[src/rtl/fir4_pkg.sv]
`default_nettype none
// ============================================================================
// Module : fir4_pkg
// Shared width default, FSM state encoding and sample-limit helpers.
// Rev    : 1.0
// ============================================================================
package fir4_pkg;

  localparam int W = 16;

  typedef enum logic [1:0] {
    IDLE  = 2'd0,
    RUN   = 2'd1,
    FAULT = 2'd2
  } state_t;

  function automatic int sample_max(input int width);
    return (1 << (width - 1)) - 1;
  endfunction

  function automatic int sample_min(input int width);
    return -(1 << (width - 1));
  endfunction

  localparam int SAMPLE_MAX = sample_max(W);
  localparam int SAMPLE_MIN = sample_min(W);

endpackage
`default_nettype wire

[src/rtl/fir4_inv_u_if.sv]
`default_nettype none
// ============================================================================
// Module : fir4_inv_u_if
// Sample/result bundle between a fir4 sum source and the inverter.
// Rev    : 1.0
// ============================================================================
interface fir4_inv_u_if
  import fir4_pkg::*;
#(
  parameter int w = W
);
  logic signed [w+1:0] s;
  logic                s_vld;
  logic                clr;
  logic signed [w-1:0] a_out;
  logic                a_vld;
  logic                err;
  logic [1:0]          state_o;

  modport master (
    output s, s_vld, clr,
    input  a_out, a_vld, err, state_o
  );

  modport slave (
    input  s, s_vld, clr,
    output a_out, a_vld, err, state_o
  );
endinterface
`default_nettype wire

[src/rtl/fir4_dly.sv]
`default_nettype none
// ============================================================================
// Module : fir4_dly
// Four-deep enabled sample delay line with synchronous clear; all taps visible.
// Rev    : 1.0
// ============================================================================
module fir4_dly #(
  parameter int DW = 16
) (
  input  logic                 clk,
  input  logic                 en,
  input  logic                 clr,
  input  logic signed [DW-1:0] d,
  output logic signed [DW-1:0] tap0,
  output logic signed [DW-1:0] tap1,
  output logic signed [DW-1:0] tap2,
  output logic signed [DW-1:0] tap3
);

  logic signed [DW-1:0] r_tap [4];

  // clear outranks enable so a flush never lets a sample slip in
  always_ff @(posedge clk) begin
    if (clr) begin
      for (int i = 0; i < 4; i++) r_tap[i] <= '0;
    end else if (en) begin
      r_tap[0] <= d;
      for (int i = 1; i < 4; i++) r_tap[i] <= r_tap[i-1];
    end
  end

  assign tap0 = r_tap[0];
  assign tap1 = r_tap[1];
  assign tap2 = r_tap[2];
  assign tap3 = r_tap[3];

endmodule
`default_nettype wire

[src/rtl/fir4_inv_u.sv]
`default_nettype none
// ============================================================================
// Module : fir4_inv_u
// Recovers x[n] from the 4-tap sum s[n] as x[n] = s[n] - s[n-1] + x[n-4].
// Rev    : 1.0
// ============================================================================
module fir4_inv_u
  import fir4_pkg::*;
#(
  parameter int w = W
) (
  input  logic           clk,
  input  logic           reset,
  fir4_inv_u_if.slave    bus
);

  localparam logic signed [w+2:0] c_max = (w+3)'(sample_max(w));
  localparam logic signed [w+2:0] c_min = (w+3)'(sample_min(w));

  state_t              r_state;
  state_t              w_state_nxt;
  logic signed [w+1:0] r_s_prev;
  logic signed [w-1:0] r_a_out;
  logic                r_a_vld;
  logic                r_err;

  logic                w_accept;
  logic                w_clear;
  logic                w_ovf;
  logic signed [w+2:0] w_sum;
  logic signed [w-1:0] w_sat;
  logic signed [w-1:0] w_x1, w_x2, w_x3, w_x4;

  // every operand sign-extended to w+3 so the range check sees the true value
  assign w_sum = {r_s_prev[w+1], r_s_prev} * -1 + {bus.s[w+1], bus.s}
               + {{3{w_x4[w-1]}}, w_x4};

  always_comb begin
    w_ovf = 1'b0;
    w_sat = w_sum[w-1:0];
    if (w_sum > c_max) begin
      w_ovf = 1'b1;
      w_sat = c_max[w-1:0];
    end else if (w_sum < c_min) begin
      w_ovf = 1'b1;
      w_sat = c_min[w-1:0];
    end
  end

  always_comb begin
    w_state_nxt = r_state;
    w_accept    = 1'b0;
    w_clear     = 1'b0;
    case (r_state)
      IDLE: begin
        if (bus.clr) w_clear = 1'b1;
        else         w_state_nxt = RUN;
      end
      RUN: begin
        if (bus.clr) begin
          w_clear     = 1'b1;
          w_state_nxt = IDLE;
        end else if (bus.s_vld) begin
          w_accept = 1'b1;
          if (w_ovf) w_state_nxt = FAULT;
        end
      end
      FAULT: begin
        if (bus.clr) begin
          w_clear     = 1'b1;
          w_state_nxt = IDLE;
        end
      end
      default: w_state_nxt = IDLE;
    endcase
  end

  always_ff @(posedge clk) begin
    if (reset) begin
      r_state  <= IDLE;
      r_s_prev <= '0;
      r_a_out  <= '0;
      r_a_vld  <= 1'b0;
      r_err    <= 1'b0;
    end else begin
      r_state <= w_state_nxt;
      r_a_vld <= w_accept;
      if (w_clear) begin
        r_s_prev <= '0;
        r_err    <= 1'b0;
      end else if (w_accept) begin
        r_s_prev <= bus.s;
        r_a_out  <= w_sat;
        if (w_ovf) r_err <= 1'b1;
      end
    end
  end

  fir4_dly #(
    .DW (w)
  ) u_dly (
    .clk  (clk),
    .en   (w_accept),
    .clr  (reset | w_clear),
    .d    (w_sat),
    .tap0 (w_x1),
    .tap1 (w_x2),
    .tap2 (w_x3),
    .tap3 (w_x4)
  );

  assign bus.a_out   = r_a_out;
  assign bus.a_vld   = r_a_vld;
  assign bus.err     = r_err;
  assign bus.state_o = r_state;

  // only the oldest tap feeds the recurrence; the rest are exported by fir4_dly
  logic w_unused;
  assign w_unused = ^{w_x1, w_x2, w_x3};

endmodule
`default_nettype wire
[src/flat_wrapper.sv]
// flat-port wrapper written by rule: the top's interface ports become plain ports
module fir4_inv_u_flat import fir4_pkg::*;
#(
  parameter int w = W
)
  (clk, reset, bus_s, bus_s_vld, bus_clr, bus_a_out, bus_a_vld, bus_err, bus_state_o);
  fir4_inv_u_if #(.w(w)) bus_i ();
  input  logic clk;
  input  logic reset;
  input wire logic [$bits(bus_i.s)-1:0] bus_s;
  input wire logic [$bits(bus_i.s_vld)-1:0] bus_s_vld;
  input wire logic [$bits(bus_i.clr)-1:0] bus_clr;
  output wire logic [$bits(bus_i.a_out)-1:0] bus_a_out;
  output wire logic [$bits(bus_i.a_vld)-1:0] bus_a_vld;
  output wire logic [$bits(bus_i.err)-1:0] bus_err;
  output wire logic [$bits(bus_i.state_o)-1:0] bus_state_o;
  assign bus_i.s = bus_s;
  assign bus_i.s_vld = bus_s_vld;
  assign bus_i.clr = bus_clr;
  assign bus_a_out = bus_i.a_out;
  assign bus_a_vld = bus_i.a_vld;
  assign bus_err = bus_i.err;
  assign bus_state_o = bus_i.state_o;
  fir4_inv_u #(.w(w)) u_core (.clk(clk), .reset(reset), .bus(bus_i));
endmodule
[config.mk]
export PLATFORM = sky130hd
export DESIGN_NAME = fir4_inv_u_flat
export DESIGN_NICKNAME = d
export VERILOG_FILES = /design/src/rtl/fir4_pkg.sv /design/src/rtl/fir4_inv_u_if.sv /design/src/rtl/fir4_dly.sv /design/src/rtl/fir4_inv_u.sv /design/src/flat_wrapper.sv
export SDC_FILE = /design/constraint.sdc
export NUM_CORES = 1
export LEC_CHECK = 0
export BUFFER_PORTS_ARGS = -buffer_cell sky130_fd_sc_hd__buf_4
export CAP_MARGIN = 20
export CELL_PAD_IN_SITES_DETAIL_PLACEMENT = 0
export CELL_PAD_IN_SITES_GLOBAL_PLACEMENT = 1
export CORE_MARGIN = 3
export CORE_UTILIZATION = 40
export CTS_CLUSTER_SIZE = 30
export DETAILED_ROUTE_END_ITERATION = 8
export HOLD_SLACK_MARGIN = 0.02
export PLACE_DENSITY = 0.65
export SYNTH_ARGS = -nofsm -noshare
export SYNTH_HDL_FRONTEND = slang
export SYNTH_HIERARCHICAL = 1
export SYNTH_SLANG_ARGS = --single-unit
export TNS_END_PERCENT = 5
[constraint.sdc]
create_clock -name clk -period 4.27 [get_ports clk]
set_input_delay 0.2135 -clock clk [delete_from_list [all_inputs] [get_ports clk]]
set_output_delay 0.2135 -clock clk [all_outputs]
set_load 0.02 [all_outputs]
======== Word-level counts from Yosys, hierarchy flattened ========
Memories as Yosys holds them, arrays and structs flattened.
Cells that the tools add are included.
word-level totals
  register bits ........................... 38
  memory bits (writable) .................. 64
  bits of input ports ..................... 22
  output and inout bits ................... 20
  word-level logic and storage cells ...... 53
  memories kept ........................... 1
memory list
  memory              depth  width  rd ports  clocked after Yosys merged registers in  wr ports  line            RTL
  u_core.u_dly.r_tap  4      16     4         0                                        4         fir4_dly.sv:20  logic signed [DW-1:0] r_tap [4];
operators by class
  add/sub/neg operators ................... 2
  multipliers ............................. 1
  $lt $le $gt $ge ......................... 2
  equal/unequal tests ..................... 6
  multiplexer cells ....................... 24
  bitwise operators ....................... 6
  reductions and logical operators ........ 6
operators by type and width
  kind                                                                     number
  16-bit two-way mux                                                       6
  19-bit adder                                                             2
  20-bit by 1-bit multiplier with 19-bit output (second input constant)    1
  19-bit by 16-bit > comparator with 1-bit output (second input constant)  1
  19-bit by 16-bit < comparator with 1-bit output (second input constant)  1
  1-bit two-way mux                                                        12
  2-bit two-way mux                                                        5
  2-bit one-hot mux with 3 select lines                                    1
  1-bit bitwise OR                                                         5
  2-bit != test (second input constant)                                    2
  2-bit AND reduction                                                      2
  4-bit AND reduction                                                      1
  3-bit by 2-bit != test with 1-bit output (second input constant)         1
  3-bit != test (second input constant)                                    1
  3-bit OR reduction                                                       1
  2-bit by 1-bit == test with 1-bit output (second input constant)         1
  2-bit == test (second input constant)                                    1
  2-bit zero test                                                          1
  2-bit OR reduction                                                       1
  1-bit NOT                                                                1

======== Logic depth before layout (Yosys ltp) ========
  depth after elaboration ................. 10
  mapped depth ............................ 17
  depth with buffers taken out ............ 16

======== Modules after synthesis ========
Netlist, hierarchy kept.
by module, submodules not included
  module      instances  cells an instance  area an instance (um2)  seq. area each (um2)
  fir4_inv_u  1          388                3035.4                  760.7
  fir4_dly    1          143                2601.2                  1921.8

======== Least setup slack after synthesis ========
Ideal clock, no wire load.
  path kind ............................... register to register
  start point ............................. register u_core.r_state[0] (netlist: u_core/bus.state_o[0])
  end point ............................... memory u_core.u_dly.r_tap[0][0] (enable)
  setup time .............................. 0.426 ns
  arrival time ............................ 2.939 ns
  required time ........................... 3.844 ns
  slack ................................... 0.906 ns
  stages on the path, launching flop included .. 7
  path buffers ............................ 2
  period minus slack after synthesis ...... 3.364 ns
  path through ............................ dfxtp_1 nand2_1 or3_1 inv_2 buf_1 buf_6 or2_1
RTL lines
  what                      line              RTL
  start: declaration        fir4_inv_u.sv:20  state_t r_state;
  start signal: assignment  fir4_inv_u.sv:86  r_state <= w_state_nxt;
  end: declaration          fir4_dly.sv:20

==> impl_metrics.json <==
{
  "status": "complete, no violations",
  "hold_viol_final": 0,
  "synth_area_leader_cell": "edfxtp_1",
  "ios": 42,
  "worstPathArrival_ns": 3.91,
  "cts_root_buf": "clkbuf_16",
  "crit_slowest_cell": "fa_1",
  "path_common_cell": "fa_1",
  "die_w_um": 125,
  "cts_buffers": 9,
  "wl_met2_um": 5470,
  "grt_max_degree": 92,
  "critPathRequiredTime_ns": 4.49,
  "final-setup-viol-count": 0,
  "final_cell_mix": "and3b_1, edfxtp_1, inv_1",
  "peakVddDrop_mv": 0.288,
  "drive_gt1_share_pct": 14.1,
  "fmax_mhz": 271,
  "final_nets": 621,
  "leakage_nw": 2.90,
  "antenna_found_initial": 0,
  "grt_util_all_layers_pct": 16.5,
  "hold_ws_ns": 0.106,
  "ctsResizeCount": 0,
  "cts_sinks": 102,
  "ys_top_cells_by_area": "edfxtp_1, dfxtp_1, and3b_1",
  "seqPwrFrac_pct": 41.9,
  "synth_cells": 531,
  "netSwitchingFraction_pct": 29.7,
  "coreArea_um2": 13500,
  "start_util_pct": 41.7,
  "fin_skew_ns": 0.0139,
  "intPower_mw": 1.84,
  "pwr-share-clk_pct": 33.8,
  "cp-end-kind": "flop",
  "routed.top_layer": "met4",
  "cp-start-kind": "flop",
  "cp_slowest_stage_delay_ns": 0.52,
  "post_cts_buffers": 0,
  "gp_congestion": 0.807,
  "vias": 3742,
  "cts_hold_buf": 0,
  "area_growth_pct": 12.9,
  "diodes": 0,
  "cp_cell_sequence": "fa_1, inv_1, fa_1, nand2b_1, a21oi_2, o31ai_4, o211a_1, a211oi_4, inv_2, o31a_1, or2_1, nand2_1, and3b_1",
  "routed_wl_um": 12300,
  "cts_buffer_depth": 2,
  "tightestPinTransition_ns": 0.925,
  "avgSynthCellArea_um2": 10.6,
  "route.met3.wl_um": 635,
  "place_hpwl_um": 8310,
  "pwr-share-comb_pct": 24.3,
  "timing.slew.headroom_pct": 38.3,
  "insertion_delay_ns": 0.36,
  "die_height_um": 125,
  "slew_viol_final": 0,
  "synth_top_area_share_pct": 34.1,
  "critical_path_class": "reg2reg",
  "rows": 42,
  "dr.pass1.iters": 4,
  "synth.net_count": 590,
  "grt_pass1_wl_um": 20400,
  "p_per_area_nw_per_um2": 412,
  "maxCapViolations": 0,
  "ys_ff_latch": 102,
  "fin_setup_tns_ns": 0,
  "crit_fanout": 10,
  "ant_nets": 0,
  "drt_first_iter_violations": 256,
  "synth_seq_area_share_pct": 47.6,
  "netlist_area_um2": 5640,
  "vias_per_cell": 5.04,
  "htree_levels": 3,
  "n_fill_cell": 1242,
  "drc": 0,
  "fin_crit_ns": 3.69,
  "port_buffers": 41,
  "yosysWarnings": 6,
  "min_path_type": "in2reg",
  "power.net_switching_uw": 781,
  "post-route-period-util_pct": 86.4,
  "clk_pin_slew_worst_paths_ns": 0.07,
  "avgRoutedWirePerCell_um": 16.6,
  "met1_length_um": 6040,
  "rsz0062_at_grt": "false",
  "ys_types": 54,
  "overflow": 0,
  "grt_pass1_vias": 3779,
  "cts_tree": "built",
  "die_area_um2": 15600
}
[stage by stage]
stage	cells	total power [mW]	setup WS, ns	instance area, um2	util [%]
3_3_place_gp	727	1.76	0.574	6050	44.8
2_1_floorplan	531	1.59	0.906	5640	-
6_report	743	2.63	0.579	6360	47.1
3_5_place_dp	727	1.76	0.590	6050	44.8
4_1_cts	743	2.66	0.588	6360	47.1
5_1_grt	743	2.78	0.307	6360	47.1
[synth_stat cells (all sizes together)]
| cell type | number |
|---|---|
| and3b | 64 |
| edfxtp | 64 |
| inv | 63 |
| nand2 | 56 |
| dfxtp | 38 |
| a21oi | 37 |
| nor2 | 34 |
| o21ai | 29 |
| ha | 19 |
| fa | 18 |
| buf | 16 |
| nand3b | 11 |
| clkbuf | 9 |
| xnor2 | 9 |
| a211oi | 8 |
| nand2b | 7 |
| a21o | 6 |
| xor2 | 5 |
| nor3 | 4 |
| o211ai | 4 |
| and3 | 3 |
| mux2i | 3 |
| o21a | 3 |
| a31oi | 2 |
| nand3 | 2 |
| o31a | 2 |
| or2 | 2 |
| a311oi | 1 |
| a31o | 1 |
| mux2 | 1 |
| nand4 | 1 |
| nor2b | 1 |
| o2111ai | 1 |
| o211a | 1 |
| o221a | 1 |
| o22ai | 1 |
| o31ai | 1 |
| or2b | 1 |
| or3 | 1 |
| or4b | 1 |
[sequential cells by signal (all words and copies together) (netlist names)]
name and count:
u_core/bus.a_out 16, u_core/bus.a_vld 1, u_core/bus.err 1, u_core/bus.state_o 2, u_core/r_s_prev 18, u_core/u_dly/r_tap 64
[critical path: cells and delay by family, from the launching register on]
family,cells,cell delay (ns)
AO/OA/AOI/OAI,5,1.27
adder cells (fa/ha/maj),2,0.94
AND/OR/NAND/NOR,4,0.75
flip-flops,1,0.39
buffers and inverters,2,0.20
[worst paths after layout]
path	start	end	slack, ns	depth (start not counted)
max	u_core/u_dly/r_tap[0][49]	u_core/u_dly/r_tap[0][1]	0.58	13
min	bus_s[15]	u_core/r_s_prev[15]	0.11	3
max reg2reg	u_core/u_dly/r_tap[0][49]	u_core/u_dly/r_tap[0][1]	0.58	13
min reg2reg	u_core/r_s_prev[1]	u_core/r_s_prev[1]	0.46	2
[power by group through the flow]
stage | clock [mW] | sequential [mW] | combinational (mW)
2_1_floorplan | 0 | 1.13 | 0.460
3_3_place_gp | 0 | 1.12 | 0.639
3_5_place_dp | 0 | 1.12 | 0.638
4_1_cts | 0.915 | 1.10 | 0.643
5_1_grt | 0.958 | 1.10 | 0.718
6_report | 0.888 | 1.10 | 0.638
[cell families (layout without fill, tap and decap cells)]
logic type                 count (synthesis)  in the layout  synth area share, %
DFF                                      102            102                 47.6
adders and majority gates                 37             37                 10.6
muxes                                      4              4                0.733
AOI/OAI and AO/OA                         98             98                 11.5
xor gates and xnor gates                  14             14                 2.18
buffers and inverters                     88            124                 7.06
and+or+nand+nor                          188            188                 20.3
[per-layer routing]
layer	vias up	track usage, %
met4	0	4.58
li1	1888	-
met2	62	23.9
met1	1779	24.0
met5	-	0
met3	13	4.72
[cell type report]
cell class                 instances  area [um2]  share of cell area, %
sequential                       102        2680                   42.1
inverter                          63         236                   3.72
clock buffer                      12         246                   3.87
tap                              176         220                   3.46
clock inverter                     4        71.3                   1.12
timing repair buffer              45         350                   5.50
multi-input combinational        341        2560                   40.2
(Power assumes the default switching activity.)
